--- src/rtl/ysyx_24110006_exu_pkg.sv ---
`default_nettype none
// ============================================================================
// Module   : ysyx_24110006_exu_pkg
// Purpose  : Shared definitions for the execute stage: ALU one-hot bit
//            positions and width, branch/jump encodings, operand-B select
//            encodings and the memory-op field width.
// Ports    : (package, none)
// Options  : YSYX_24110006_EXU_PERF_EN (used by the interface and top)
// Revision : 1.0  initial release
// ============================================================================
package ysyx_24110006_exu_pkg;

    // One-hot ALU operation vector, bit order ADD..AND
    localparam int ALU_TYPE = 8;
    localparam int ALU_ADD  = 0;
    localparam int ALU_SLL  = 1;
    localparam int ALU_SLT  = 2;
    localparam int ALU_XOR  = 3;
    localparam int ALU_SRL  = 4;
    localparam int ALU_SRA  = 5;
    localparam int ALU_OR   = 6;
    localparam int ALU_AND  = 7;

    localparam int MEM_OP_W = 4;

    typedef enum logic [2:0] {
        BR_NONE = 3'd0,
        BR_BEQ  = 3'd1,
        BR_BNE  = 3'd2,
        BR_BLT  = 3'd3,
        BR_BGE  = 3'd4,
        BR_JAL  = 3'd5,
        BR_JALR = 3'd6
    } br_e;

    typedef enum logic [1:0] {
        BSEL_RS2  = 2'd0,
        BSEL_IMM  = 2'd1,
        BSEL_FOUR = 2'd2
    } bsel_e;

    // Conditional branches never write a destination register
    function automatic logic br_is_cond(input br_e br);
        return (br == BR_BEQ) || (br == BR_BNE) || (br == BR_BLT) || (br == BR_BGE);
    endfunction

endpackage
`default_nettype wire

--- src/rtl/ysyx_24110006_exu_if.sv ---
`default_nettype none
// ============================================================================
// Module   : ysyx_24110006_exu_if
// Purpose  : Bundles the IDU->EXU request channel and the EXU->LSU result
//            channel plus the redirect outputs.
//            slave  : EXU view (i_* inputs, o_* outputs)
//            master : environment view (drives i_*, observes o_*)
// Options  : YSYX_24110006_EXU_PERF_EN adds o_perf_insn/redirect/stall
// Revision : 1.0  initial release
// ============================================================================
interface ysyx_24110006_exu_if #(
    parameter int XLEN = 32
) ();
    import ysyx_24110006_exu_pkg::*;

    // IDU -> EXU
    logic                i_valid;
    logic                o_ready;
    logic [XLEN-1:0]     i_pc;
    logic [XLEN-1:0]     i_rs1;
    logic [XLEN-1:0]     i_rs2;
    logic [XLEN-1:0]     i_imm;
    logic [ALU_TYPE-1:0] i_alu_t;
    logic                i_sub;
    logic                i_sign;
    logic                i_asel_pc;
    logic [1:0]          i_bsel;
    logic [2:0]          i_br;
    logic [4:0]          i_rd;
    logic                i_wen;
    logic [MEM_OP_W-1:0] i_mem_op;

    // EXU -> LSU
    logic                o_valid;
    logic                i_ready;
    logic [XLEN-1:0]     o_result;
    logic [XLEN-1:0]     o_sdata;
    logic [4:0]          o_rd;
    logic                o_wen;
    logic [MEM_OP_W-1:0] o_mem_op;

    // EXU -> IFU/IDU
    logic                o_redirect;
    logic [XLEN-1:0]     o_target;

`ifdef YSYX_24110006_EXU_PERF_EN
    logic [31:0]         o_perf_insn;
    logic [31:0]         o_perf_redirect;
    logic [31:0]         o_perf_stall;
`endif

    modport slave (
        input  i_valid, i_pc, i_rs1, i_rs2, i_imm, i_alu_t, i_sub, i_sign,
               i_asel_pc, i_bsel, i_br, i_rd, i_wen, i_mem_op, i_ready,
        output o_ready, o_valid, o_result, o_sdata, o_rd, o_wen, o_mem_op,
               o_redirect, o_target
`ifdef YSYX_24110006_EXU_PERF_EN
        , output o_perf_insn, o_perf_redirect, o_perf_stall
`endif
    );

    modport master (
        output i_valid, i_pc, i_rs1, i_rs2, i_imm, i_alu_t, i_sub, i_sign,
               i_asel_pc, i_bsel, i_br, i_rd, i_wen, i_mem_op, i_ready,
        input  o_ready, o_valid, o_result, o_sdata, o_rd, o_wen, o_mem_op,
               o_redirect, o_target
`ifdef YSYX_24110006_EXU_PERF_EN
        , input o_perf_insn, o_perf_redirect, o_perf_stall
`endif
    );

endinterface
`default_nettype wire

--- src/rtl/ysyx_24110006_bru.sv ---
`default_nettype none
// ============================================================================
// Module   : ysyx_24110006_bru
// Purpose  : Combinational branch-resolve unit. Derives the less-than flag
//            from the shared ALU adder, decides taken, and computes the
//            redirect target with its own adder.
// Ports    : i_sum/i_carry  shared adder result (A + ~B + 1 for compares)
//            i_sign         signed compare when 1
//            i_a_msb/i_b_msb sign bits of operands A and B
//            i_br           branch/jump kind
//            i_pc/i_rs1/i_imm target base and offset
//            o_taken, o_target, o_lt
// Revision : 1.0  initial release
// ============================================================================
module ysyx_24110006_bru
    import ysyx_24110006_exu_pkg::*;
#(
    parameter int XLEN = 32
) (
    input  logic [XLEN-1:0] i_sum,
    input  logic            i_carry,
    input  logic            i_sign,
    input  logic            i_a_msb,
    input  logic            i_b_msb,
    input  br_e             i_br,
    input  logic [XLEN-1:0] i_pc,
    input  logic [XLEN-1:0] i_rs1,
    input  logic [XLEN-1:0] i_imm,
    output logic            o_taken,
    output logic [XLEN-1:0] o_target,
    output logic            o_lt
);

    logic            w_eq;
    logic            w_lt_s;
    logic            w_is_jalr;
    logic [XLEN-1:0] w_tsum;

    assign w_eq   = (i_sum == '0);
    // Differing signs decide directly; otherwise the difference sign is exact
    assign w_lt_s = (i_a_msb != i_b_msb) ? i_a_msb : i_sum[XLEN-1];
    // Unsigned: no carry out of A + ~B + 1 means a borrow, i.e. A < B
    assign o_lt   = i_sign ? w_lt_s : ~i_carry;

    always_comb begin
        o_taken = 1'b0;
        case (i_br)
            BR_BEQ:  o_taken = w_eq;
            BR_BNE:  o_taken = ~w_eq;
            BR_BLT:  o_taken = o_lt;
            BR_BGE:  o_taken = ~o_lt;
            BR_JAL:  o_taken = 1'b1;
            BR_JALR: o_taken = 1'b1;
            default: o_taken = 1'b0;
        endcase
    end

    assign w_is_jalr = (i_br == BR_JALR);
    assign w_tsum    = (w_is_jalr ? i_rs1 : i_pc) + i_imm;
    assign o_target  = w_tsum & {{(XLEN-1){1'b1}}, ~w_is_jalr};

endmodule
`default_nettype wire

--- src/rtl/ysyx_24110006_exu.sv ---
`default_nettype none
// ============================================================================
// Module   : ysyx_24110006_exu
// Purpose  : Execute stage. Selects ALU operands, evaluates the one-hot ALU,
//            resolves branches/jumps and registers the result plus
//            pass-through control into a one-entry buffer toward LSU.
//            A taken branch/jump raises a one-cycle o_redirect pulse.
// Ports    : clock  core clock
//            reset  synchronous, active-low
//            bus    ysyx_24110006_exu_if.slave (IDU request, LSU result,
//                   redirect, optional perf counters)
// Options  : YSYX_24110006_EXU_PERF_EN enables instruction/redirect/stall
//            counters on o_perf_insn/o_perf_redirect/o_perf_stall
// Revision : 1.0  initial release
// ============================================================================
module ysyx_24110006_exu
    import ysyx_24110006_exu_pkg::*;
#(
    parameter int XLEN = 32
) (
    input  logic               clock,
    input  logic               reset,
    ysyx_24110006_exu_if.slave bus
);

    // ---------------- operand selection and shared adder ----------------
    logic [XLEN-1:0] w_a;
    logic [XLEN-1:0] w_b;
    logic [XLEN-1:0] w_b_add;
    logic [XLEN-1:0] w_sum;
    logic            w_carry;
    logic [4:0]      w_shamt;
    br_e             w_br;

    assign w_br = br_e'(bus.i_br);
    assign w_a  = bus.i_asel_pc ? bus.i_pc : bus.i_rs1;

    always_comb begin
        w_b = '0;
        case (bsel_e'(bus.i_bsel))
            BSEL_RS2:  w_b = bus.i_rs2;
            BSEL_IMM:  w_b = bus.i_imm;
            BSEL_FOUR: w_b = XLEN'(4);
            default:   w_b = '0;
        endcase
    end

    assign w_b_add          = bus.i_sub ? ~w_b : w_b;
    assign {w_carry, w_sum} = {1'b0, w_a} + {1'b0, w_b_add} + {{XLEN{1'b0}}, bus.i_sub};
    assign w_shamt          = w_b[4:0];

    // ---------------- branch resolve ----------------
    logic            w_taken;
    logic [XLEN-1:0] w_target;
    logic            w_lt;

    ysyx_24110006_bru #(
        .XLEN (XLEN)
    ) u_bru (
        .i_sum    (w_sum),
        .i_carry  (w_carry),
        .i_sign   (bus.i_sign),
        .i_a_msb  (w_a[XLEN-1]),
        .i_b_msb  (w_b[XLEN-1]),
        .i_br     (w_br),
        .i_pc     (bus.i_pc),
        .i_rs1    (bus.i_rs1),
        .i_imm    (bus.i_imm),
        .o_taken  (w_taken),
        .o_target (w_target),
        .o_lt     (w_lt)
    );

    // ---------------- one-hot ALU result ----------------
    logic [XLEN-1:0] w_op [ALU_TYPE];
    logic [XLEN-1:0] w_result;

    always_comb begin
        w_op[ALU_ADD] = w_sum;
        w_op[ALU_SLL] = w_a << w_shamt;
        w_op[ALU_SLT] = {{(XLEN-1){1'b0}}, w_lt};
        w_op[ALU_XOR] = w_a ^ w_b;
        w_op[ALU_SRL] = w_a >> w_shamt;
        w_op[ALU_SRA] = $signed(w_a) >>> w_shamt;
        w_op[ALU_OR]  = w_a | w_b;
        w_op[ALU_AND] = w_a & w_b;
    end

    // AND-OR select: an all-zero op vector produces zero
    always_comb begin
        w_result = '0;
        for (int k = 0; k < ALU_TYPE; k++) begin
            w_result = w_result | ({XLEN{bus.i_alu_t[k]}} & w_op[k]);
        end
    end

    // ---------------- output register ----------------
    logic                r_valid;
    logic                r_redirect;
    logic [XLEN-1:0]     r_result;
    logic [XLEN-1:0]     r_sdata;
    logic [XLEN-1:0]     r_target;
    logic [4:0]          r_rd;
    logic                r_wen;
    logic [MEM_OP_W-1:0] r_mem_op;
    logic                w_ready;
    logic                w_accept;

    // Blocking intake during the redirect cycle drops the wrong-path instruction
    assign w_ready  = (~r_valid | bus.i_ready) & ~r_redirect;
    assign w_accept = bus.i_valid & w_ready;

    always_ff @(posedge clock) begin
        if (!reset) begin
            r_valid    <= 1'b0;
            r_redirect <= 1'b0;
            r_result   <= '0;
            r_sdata    <= '0;
            r_target   <= '0;
            r_rd       <= '0;
            r_wen      <= 1'b0;
            r_mem_op   <= '0;
        end else if (w_accept) begin
            r_valid    <= 1'b1;
            r_redirect <= w_taken;
            r_result   <= w_result;
            r_sdata    <= bus.i_rs2;
            r_target   <= w_target;
            r_rd       <= bus.i_rd;
            r_wen      <= bus.i_wen & ~br_is_cond(w_br);
            r_mem_op   <= bus.i_mem_op;
        end else begin
            // The redirect is a pulse even if the result is stalled
            r_redirect <= 1'b0;
            if (r_valid && bus.i_ready) begin
                r_valid <= 1'b0;
            end
        end
    end

    assign bus.o_ready    = w_ready;
    assign bus.o_valid    = r_valid;
    assign bus.o_redirect = r_redirect;
    assign bus.o_result   = r_result;
    assign bus.o_sdata    = r_sdata;
    assign bus.o_target   = r_target;
    assign bus.o_rd       = r_rd;
    assign bus.o_wen      = r_wen;
    assign bus.o_mem_op   = r_mem_op;

`ifdef YSYX_24110006_EXU_PERF_EN
    // ---------------- performance counters (wrap on overflow) ----------------
    logic [31:0] r_perf_insn;
    logic [31:0] r_perf_redirect;
    logic [31:0] r_perf_stall;

    always_ff @(posedge clock) begin
        if (!reset) begin
            r_perf_insn     <= '0;
            r_perf_redirect <= '0;
            r_perf_stall    <= '0;
        end else begin
            if (w_accept) begin
                r_perf_insn <= r_perf_insn + 32'd1;
            end
            if (r_redirect) begin
                r_perf_redirect <= r_perf_redirect + 32'd1;
            end
            if (r_valid && !bus.i_ready) begin
                r_perf_stall <= r_perf_stall + 32'd1;
            end
        end
    end

    assign bus.o_perf_insn     = r_perf_insn;
    assign bus.o_perf_redirect = r_perf_redirect;
    assign bus.o_perf_stall    = r_perf_stall;
`endif

endmodule
`default_nettype wire

--- src/flat_wrapper.sv ---
// flat-port wrapper written by rule: the top's interface ports become plain ports
module ysyx_24110006_exu_flat import ysyx_24110006_exu_pkg::*;
#(
    parameter int XLEN = 32
)
  (clock, reset, bus_i_valid, bus_i_pc, bus_i_rs1, bus_i_rs2, bus_i_imm, bus_i_alu_t, bus_i_sub, bus_i_sign, bus_i_asel_pc, bus_i_bsel, bus_i_br, bus_i_rd, bus_i_wen, bus_i_mem_op, bus_i_ready, bus_o_ready, bus_o_valid, bus_o_result, bus_o_sdata, bus_o_rd, bus_o_wen, bus_o_mem_op, bus_o_redirect, bus_o_target);
  ysyx_24110006_exu_if #(.XLEN(XLEN)) bus_i ();
  input  logic clock;
  input  logic reset;
  input wire logic [$bits(bus_i.i_valid)-1:0] bus_i_valid;
  input wire logic [$bits(bus_i.i_pc)-1:0] bus_i_pc;
  input wire logic [$bits(bus_i.i_rs1)-1:0] bus_i_rs1;
  input wire logic [$bits(bus_i.i_rs2)-1:0] bus_i_rs2;
  input wire logic [$bits(bus_i.i_imm)-1:0] bus_i_imm;
  input wire logic [$bits(bus_i.i_alu_t)-1:0] bus_i_alu_t;
  input wire logic [$bits(bus_i.i_sub)-1:0] bus_i_sub;
  input wire logic [$bits(bus_i.i_sign)-1:0] bus_i_sign;
  input wire logic [$bits(bus_i.i_asel_pc)-1:0] bus_i_asel_pc;
  input wire logic [$bits(bus_i.i_bsel)-1:0] bus_i_bsel;
  input wire logic [$bits(bus_i.i_br)-1:0] bus_i_br;
  input wire logic [$bits(bus_i.i_rd)-1:0] bus_i_rd;
  input wire logic [$bits(bus_i.i_wen)-1:0] bus_i_wen;
  input wire logic [$bits(bus_i.i_mem_op)-1:0] bus_i_mem_op;
  input wire logic [$bits(bus_i.i_ready)-1:0] bus_i_ready;
  output wire logic [$bits(bus_i.o_ready)-1:0] bus_o_ready;
  output wire logic [$bits(bus_i.o_valid)-1:0] bus_o_valid;
  output wire logic [$bits(bus_i.o_result)-1:0] bus_o_result;
  output wire logic [$bits(bus_i.o_sdata)-1:0] bus_o_sdata;
  output wire logic [$bits(bus_i.o_rd)-1:0] bus_o_rd;
  output wire logic [$bits(bus_i.o_wen)-1:0] bus_o_wen;
  output wire logic [$bits(bus_i.o_mem_op)-1:0] bus_o_mem_op;
  output wire logic [$bits(bus_i.o_redirect)-1:0] bus_o_redirect;
  output wire logic [$bits(bus_i.o_target)-1:0] bus_o_target;
  assign bus_i.i_valid = bus_i_valid;
  assign bus_i.i_pc = bus_i_pc;
  assign bus_i.i_rs1 = bus_i_rs1;
  assign bus_i.i_rs2 = bus_i_rs2;
  assign bus_i.i_imm = bus_i_imm;
  assign bus_i.i_alu_t = bus_i_alu_t;
  assign bus_i.i_sub = bus_i_sub;
  assign bus_i.i_sign = bus_i_sign;
  assign bus_i.i_asel_pc = bus_i_asel_pc;
  assign bus_i.i_bsel = bus_i_bsel;
  assign bus_i.i_br = bus_i_br;
  assign bus_i.i_rd = bus_i_rd;
  assign bus_i.i_wen = bus_i_wen;
  assign bus_i.i_mem_op = bus_i_mem_op;
  assign bus_i.i_ready = bus_i_ready;
  assign bus_o_ready = bus_i.o_ready;
  assign bus_o_valid = bus_i.o_valid;
  assign bus_o_result = bus_i.o_result;
  assign bus_o_sdata = bus_i.o_sdata;
  assign bus_o_rd = bus_i.o_rd;
  assign bus_o_wen = bus_i.o_wen;
  assign bus_o_mem_op = bus_i.o_mem_op;
  assign bus_o_redirect = bus_i.o_redirect;
  assign bus_o_target = bus_i.o_target;
  ysyx_24110006_exu #(.XLEN(XLEN)) u_core (.clock(clock), .reset(reset), .bus(bus_i));
endmodule
--- config.mk ---
export PLATFORM = sky130hd
export DESIGN_NAME = ysyx_24110006_exu_flat
export DESIGN_NICKNAME = d
export VERILOG_FILES = /design/src/rtl/ysyx_24110006_exu_pkg.sv /design/src/rtl/ysyx_24110006_exu_if.sv /design/src/rtl/ysyx_24110006_bru.sv /design/src/rtl/ysyx_24110006_exu.sv /design/src/flat_wrapper.sv
export SDC_FILE = /design/constraint.sdc
export NUM_CORES = 1
export LEC_CHECK = 0
export BUFFER_PORTS_ARGS = -buffer_cell sky130_fd_sc_hd__clkbuf_2
export CAP_MARGIN = 20
export CORE_MARGIN = 3
export CORE_UTILIZATION = 55
export CTS_BUF_LIST = sky130_fd_sc_hd__clkbuf_8
export DETAILED_ROUTE_END_ITERATION = 8
export PLACE_DENSITY_LB_ADDON = 0.05
export SETUP_SLACK_MARGIN = 0.15
export SLEW_MARGIN = 0
export SYNTH_ARGS = -nofsm -noshare
export SYNTH_HDL_FRONTEND = slang
export SYNTH_SLANG_ARGS = --single-unit
--- constraint.sdc ---
create_clock -name clock -period 8 [get_ports clock]
set_input_delay 0.4 -clock clock [delete_from_list [all_inputs] [get_ports clock]]
set_output_delay 0.4 -clock clock [all_outputs]
set_load 0.02 [all_outputs]
==> results.txt, run 1 <==
Tcrit/Tclk final -> 68.32%
Slowest stage delay, CP -> 580 ps
Initial antenna violation count -> 0
Hold Crit Start -> bus_i_rd[2]
Slew headroom -> 36.87%
DRT antenna net count -> 0
TritonCTS Sinks -> 108
Hold Vio Cnt, Final -> 0
Count leader, synth -> nand2_1
CTS hold repair buffers -> 0
Critical path's most frequent cell -> buf_4
1st-pass router iterations -> 6
Die extent in y -> 162.7 microns
Post-Place Cells -> 2377
Crit start category -> input pin
Num rows -> 56
Worst slack, placed -> 2272 ps
R2r endpoint -> u_core.bus.o_result[27]
GP Congestion -> 1.018
Actual slew at the worst max-slew pin -> 946.9 ps
Core Region -> 0.02382 sq mm
Final setup vio count -> 0
Gr ovfl total -> 0
Top cell type's share of synthesized area -> 16.00%
Avg WL per Cell -> 23.13 microns
Setup TNS Final -> 0 ps
Cell Count, Final, Fillers Out -> 2392
Hold Path Stages -> 3
Iter 0 DRT Violations -> 1670
Vias per std cell -> 6.459
Worst Skew -> 16.39 ps
Max-cap viol count -> 0
HPWL after DPL -> 41980 microns
Post-CTS Resized -> 0
Syn Area/Cell -> 7.127 sq um
Ys async rst share -> 0%
Worst VDD drop -> 0.1014 mV
HP Class -> in2reg
Leading post-synthesis cells by cell area -> dfxtp_1 (16%), ha_1 (12%), a21oi_1 (8.0%), nand2_1 (7.9%), mux2i_1 (6.6%)
Sequential-to-total area share from yosys stat -> 16.00%
Design area -> 0.01513 sq mm
Gr usage total -> 39.77%
Worst r2r src -> u_core.bus.o_valid
Crit path max-delay cell type -> a2111oi_0
I/O Buffers -> 266
Total Nets Final -> 2356
Worst setup margin -> 2535 ps
Top-level I/O count -> 267
Post-synth top cells -> nand2_1 (285), a21oi_1 (217), o21ai_0 (138), nor2_1 (137), ha_1 (127)
TritonCTS Buffers -> 9
First-pass GRT wire length -> 82870 microns
P_leak -> 7.146 nW
Worst skew pair latency -> 410 ps
Placed Area -> 0.01495 sq mm
Crit path buffers/inverters -> 4
Max Clk Rate -> 183.0 MHz
Die Wd -> 162.7 microns
Main flop type after synthesis -> dfxtp_1
Number of global-route vias before repair -> 14.40k
Worst reg2reg path depth -> 10
DIE AREA -> 0.02649 sq mm
Final Critical Period -> 5465 ps
Distinct cells, synth -> 78
Final Max Tran Viols -> 0
P per Cell Area -> 156.9 mW/mm^2
Initial core utilization -> 56.72%
Synthesis Warnings -> 0
P&R area growth vs syn -> 11.97%
RSZ-0062 raised after global routing -> false
Worst R2R Setup Slack -> 4790 ps
CTS tree -> built
Worst Path Required -> 8350 ps
Htree depth -> 3
Status -> completed
Hold_ws -> 201.3 ps
Area leader, netlist -> dfxtp_1
Drc violations -> 0
Clk buf depth -> 2
Syn Inst Count -> 1896
Synthesized flop and latch total -> 108
Worst Setup End Kind -> flip-flop
Largest net degree at the start of global routing -> 82
Data arrival, critical path -> 5810 ps
Worst Hold Endpoint -> u_core.bus.o_rd[2]
Clock transition at the registers of the reported paths -> 130 ps
Inserted Diodes -> 0
Setup Buffers After CTS -> 0
Clk root buf -> clkbuf_8
EDFF count, synth -> 0
Crit path kind -> in2reg
Synth Cell Area -> 0.01351 sq mm
Crit path max-delay family -> compound AO/OA/AOI/OAI gates
Cell Chain, Critical Path -> clkbuf_2 -> buf_4 -> mux2i_2 -> buf_4 -> nor2_1 -> buf_4 -> o21a_1 -> fa_1 -> a21oi_1 -> o22ai_1 -> o211ai_1 -> o21ai_1 -> o311ai_1 -> a21oi_1 -> o21a_1 -> or3_1 -> a2111oi_0 -> a211oi_1 -> nor4_2
Share of layout cells above drive strength 1 -> 19.54%
Total vias in the final route -> 15.45k
CP Max Fanout -> 34
Total wire length -> 55330 microns
Mapped Nets -> 2183
layout make-up:
cell class                      count  area, sq um
Multi-Input combinational cell   1576        10560
Inverter                           83        311.5
Clock buffer                        9        123.9
Fill cell                        2233         8692
Sequential cell                   108         2162
Clock inverter                      6        57.56
Timing Repair Buffer              291         1519
Tap cell                          319        399.1
worst reg2reg max path: stages (launching register included):
cell,delay (ps)
dfxtp_1,330
nor2b_1,130
nor2_1,190
nand2_2,70
buf_4,370
a31oi_1,510
buf_4,270
o2111ai_1,230
a221oi_1,420
o21ai_0,310
o221a_2,300
cells in the final DEF, fill, tap and decap left out, types with 13 or more instances in the layout:
master	synthesis	final
nor3_1	35	35
a31oi_1	26	26
dfxtp_1	108	108
nand3_1	24	24
and3_1	13	13
xor2_1	45	45
a221oi_1	13	13
nand2_1	285	284
o21ai_0	138	138
buf_4	0	25
o211ai_1	22	22
o21bai_1	13	13
mux2_2	78	78
ha_1	127	127
inv_1	81	80
xnor2_1	38	38
clkbuf_2	0	266
nor2_1	137	137
mux2i_1	89	88
o2111ai_1	13	13
a21oi_1	217	217
a22oi_1	14	14
a211oi_1	42	42
a21o_1	43	42
power breakdown:
group	switching (W)	internal, W
Clock	0.000244	0.000120
Sequential	0.0000268	0.000590
Combinational	0.000904	0.000489
Total	0.00117	0.00120
sequential cells by signal, summed over array words and instances, names as in the netlist:
signal	cells
u_core.bus.o_result	32
u_core.bus.o_sdata	32
u_core.bus.o_target	32
u_core.bus.o_rd	5
u_core.bus.o_mem_op	4
u_core.bus.o_redirect	1
u_core.bus.o_valid	1
u_core.bus.o_wen	1
metal layers:
metal	GRT usage, %	vias up	share of wire, %
met3	7.681	153	9.4
met4	18.49	0	5.0
met2	65.33	894	46
li1	-	7214	-
met5	0	-	0
met1	50.30	7188	39
metrics by stage:
step	power, W	util (%)
6_report	0.002374	63.51
5_1_grt	0.002495	63.51
4_1_cts	0.002332	63.51
3_5_place_dp	0.001972	62.75
3_3_place_gp	0.001956	62.75
2_1_floorplan	0.001548	-
kinds of logic after synthesis:
logic type                 synth area share (%)
and+or+nand+nor                           17.68
muxes                                     13.20
buffers and inverters                     5.944
DFF                                       16.00
xor gates and xnor gates                  5.380
AOI/OAI and AO/OA                         29.74
adders and majority gates                 12.06
worst max path at each step:
| stage | slack [ps] | cells after the start | from | endpoint |
|---|---|---|---|---|
| 2_1_floorplan | 2900 | 19 | bus_i_bsel[1] | u_core.bus.o_redirect |
| 3_3_place_gp | 2370 | 19 | bus_i_bsel[0] | u_core.bus.o_redirect |
| 3_5_place_dp | 2270 | 19 | bus_i_bsel[0] | u_core.bus.o_redirect |
| 4_1_cts | 2700 | 19 | bus_i_bsel[0] | u_core.bus.o_redirect |
| 5_1_grt | 2170 | 20 | bus_i_bsel[0] | u_core.bus.o_redirect |
| 6_report | 2530 | 19 | bus_i_bsel[0] | u_core.bus.o_redirect |
No activity file was read; power rests on OpenSTA's default activity.
==> run 2, diff against run 1 <==
Settings changed: CORE_UTILIZATION 55 to 53.
Clock period 8 ns to 4.64 ns, I/O delays scaled along.
==> run 2 against run 1 <==
  * Critical path depth fell by 2
  * Die area grew 3.6%
  * Routed wire length grew 1.3%
  * Register-to-register slack got worse by 2900 ps
  * Total power increased by 78%
  * Non-clock buffer count rose by 25
  * Critical path type unchanged
  * Utilization fell by 1.1 points
  * Combinational power increased by 78%
  * Via count up 1.7%
  * Critical endpoint unchanged
  * Sequential power rose by 73%
==> results.txt, run 2 (same netlist as run 1, synthesis figures left out) <==
Post-CTS Resized -> 0 (unchanged)
Status -> completed (unchanged)
Actual slew at the worst max-slew pin -> 975.3 ps (was 946.9 ps)
TritonCTS Buffers -> 9 (unchanged)
Slowest stage delay, CP -> 470 ps (was 580 ps)
Worst skew pair latency -> 410 ps (about the same)
Clk root buf -> clkbuf_8 (unchanged)
Initial antenna violation count -> 1 (was 0)
GP Congestion -> 1.031 (was 1.018)
P&R area growth vs syn -> 14.06% (was 11.97%)
Crit path max-delay family -> compound AO/OA/AOI/OAI gates (unchanged)
Crit path buffers/inverters -> 2 (was 4)
Total wire length -> 56070 microns (was 55330 microns)
HPWL after DPL -> 43640 microns (was 41980 microns)
Largest net degree at the start of global routing -> 67 (was 82)
CP Max Fanout -> 4 (was 34)
Data arrival, critical path -> 4620 ps (was 5810 ps)
DRT antenna net count -> 0 (unchanged)
CTS hold repair buffers -> 0 (unchanged)
Num rows -> 57 (was 56)
Gr ovfl total -> 0 (unchanged)
Hold Vio Cnt, Final -> 0 (unchanged)
First-pass GRT wire length -> 85700 microns (was 82870 microns)
Crit path max-delay cell type -> fa_1 (was a2111oi_0)
Tcrit/Tclk final -> 92.28%
Iter 0 DRT Violations -> 1850 (was 1670)
Worst Setup End Kind -> flip-flop (unchanged)
Avg WL per Cell -> 23.14 microns (was 23.13 microns)
Worst Path Required -> 4980 ps (was 8350 ps)
Critical Path End -> u_core.bus.o_redirect (unchanged)
Cell Chain, Critical Path -> clkbuf_2 -> mux2_2 -> inv_1 -> nand2_1 -> o21a_1 -> fa_1 -> a21oi_1 -> o22ai_1 -> o211ai_1 -> o21ai_1 -> o311ai_1 -> a21oi_1 -> o21a_1 -> or3_1 -> a2111oi_2 -> a211oi_1 -> nor4_2 (was clkbuf_2 -> buf_4 -> mux2i_2 -> buf_4 -> nor2_1 -> buf_4 -> o21a_1 -> fa_1 -> a21oi_1 -> o22ai_1 -> o211ai_1 -> o21ai_1 -> o311ai_1 -> a21oi_1 -> o21a_1 -> or3_1 -> a2111oi_0 -> a211oi_1 -> nor4_2)
Clk buf depth -> 2 (unchanged)
Total vias in the final route -> 15.71k (was 15.45k)
Commonest non-fill, non-tap cells in the layout -> nand2_1 (284), clkbuf_2 (266), a21oi_1 (216) (was nand2_1 (284), clkbuf_2 (266), a21oi_1 (217))
Worst VDD drop -> 0.2227 mV (was 0.1014 mV)
Slew headroom -> 34.98% (was 36.87%)
Top-level I/O count -> 267 (unchanged)
Setup Buffers After CTS -> 0 (unchanged)
Gr usage total -> 38.71% (was 39.77%)
Worst reg2reg path depth -> 9 (was 10)
I/O Buffers -> 266 (unchanged)
R2r endpoint -> u_core.bus.o_result[27] (unchanged)
Vias per std cell -> 6.482 (was 6.459)
Initial core utilization -> 54.76% (was 56.72%)
CTS tree -> built (unchanged)
P per Cell Area -> 274.5 mW/mm^2 (was 156.9 mW/mm^2)
Die extent in y -> 165.7 microns (was 162.7 microns)
HP Class -> in2reg (unchanged)
Die Wd -> 165.7 microns (was 162.7 microns)
Final Critical Period -> 4282 ps
1st-pass router iterations -> 9 (was 6)
Setup TNS Final -> 0 ps (unchanged)
Htree depth -> 3 (unchanged)
Crit path kind -> in2reg (unchanged)
P_leak -> 7.301 nW (was 7.146 nW)
Final Max Tran Viols -> 0 (unchanged)
Crit start category -> input pin (unchanged)
Worst Skew -> 19.45 ps (was 16.39 ps)
Max Clk Rate -> 233.5 MHz
Final setup vio count -> 0 (unchanged)
Max-cap viol count -> 0 (unchanged)
Worst setup margin -> 358.2 ps (was 2535 ps)
Worst R2R Setup Slack -> 1940 ps (was 4790 ps)
Worst r2r src -> u_core.bus.o_valid (unchanged)
Total Nets Final -> 2381 (was 2356)
Commonest non-fill, non-tap cell in the layout -> nand2_1 (unchanged)
Worst path depth -> 17 (was 19)
DIE AREA -> 0.02745 sq mm (was 0.02649 sq mm)
Worst Setup SP -> bus_i_asel_pc (was bus_i_bsel[0])
Clock transition at the registers of the reported paths -> 130 ps (about the same)
Worst slack, placed -> 49.81 ps (was 2272 ps)
Drc violations -> 0 (unchanged)
Core Region -> 0.02468 sq mm (was 0.02382 sq mm)
TritonCTS Sinks -> 108 (unchanged)
Share of layout cells above drive strength 1 -> 20.58% (was 19.54%)
Number of global-route vias before repair -> 14.62k (was 14.40k)
Inserted Diodes -> 0 (unchanged)
RSZ-0062 raised after global routing -> false (unchanged)
Total power -> 0.004231 W (was 0.002374 W)
run 2: report_power, final:
group	total, W	switching, W	internal [W]
combinational	0.00248	0.00160	0.000875
sequential	0.00107	0.0000486	0.00102
clock	0.000689	0.000428	0.000261
total	0.00423	0.00208	0.00215
run 2: worst min path at each step:
| stage | cells past startpoint | slack, ps | to | startpoint |
|---|---|---|---|---|
| 6_report | 3 | 30 | u_core.bus.o_rd[2] | bus_i_rd[2] |
| 5_1_grt | 3 | 30 | u_core.bus.o_rd[2] | bus_i_rd[2] |
| 4_1_cts | 3 | 20 | u_core.bus.o_rd[2] | bus_i_rd[2] |
| 3_5_place_dp | 2 | 440 | u_core.bus.o_target[8] | u_core.bus.o_target[8] |
| 3_3_place_gp | 2 | 440 | u_core.bus.o_target[30] | u_core.bus.o_target[30] |
| 2_1_floorplan | 2 | 370 | u_core.bus.o_mem_op[0] | bus_i_mem_op[0] |
run 2: per-stage QoR:
step | util [%] | hold slack, ps | instances | cell area [sq um]
after detailed placement | 61.61 | 444.7 | 2407 | 15200
after floorplan | - | 368.0 | 1896 | 13540
after CTS | 62.46 | 15.44 | 2423 | 15410
after global placement | 61.61 | 436.8 | 2407 | 15200
final | 62.46 | 29.00 | 2423 | 15410
after global routing | 62.46 | 29.16 | 2423 | 15410
run 2: worst min-delay path: cells and delay by family:
family | cells | cell delay, ps
buffers and inverters | 1 | 80
AO/OA/AOI/OAI | 1 | 50
AND/OR/NAND/NOR | 1 | 50
run 2: layout make-up:
cell class | instances | area, sq um
Inverter | 83 | 311.5
Multi-Input combinational cell | 1576 | 10570
Clock inverter | 7 | 86.33
Fill cell | 2332 | 9263
Clock buffer | 9 | 123.9
Tap cell | 324 | 405.4
Sequential cell | 108 | 2162
Timing Repair Buffer | 316 | 1757
run 2: metal layers:
layer	GRT usage (%)	wire length [microns]
met1	51.11	22770
met2	61.67	25210
met3	8.389	5546
met4	15.52	2540
met5	0	0
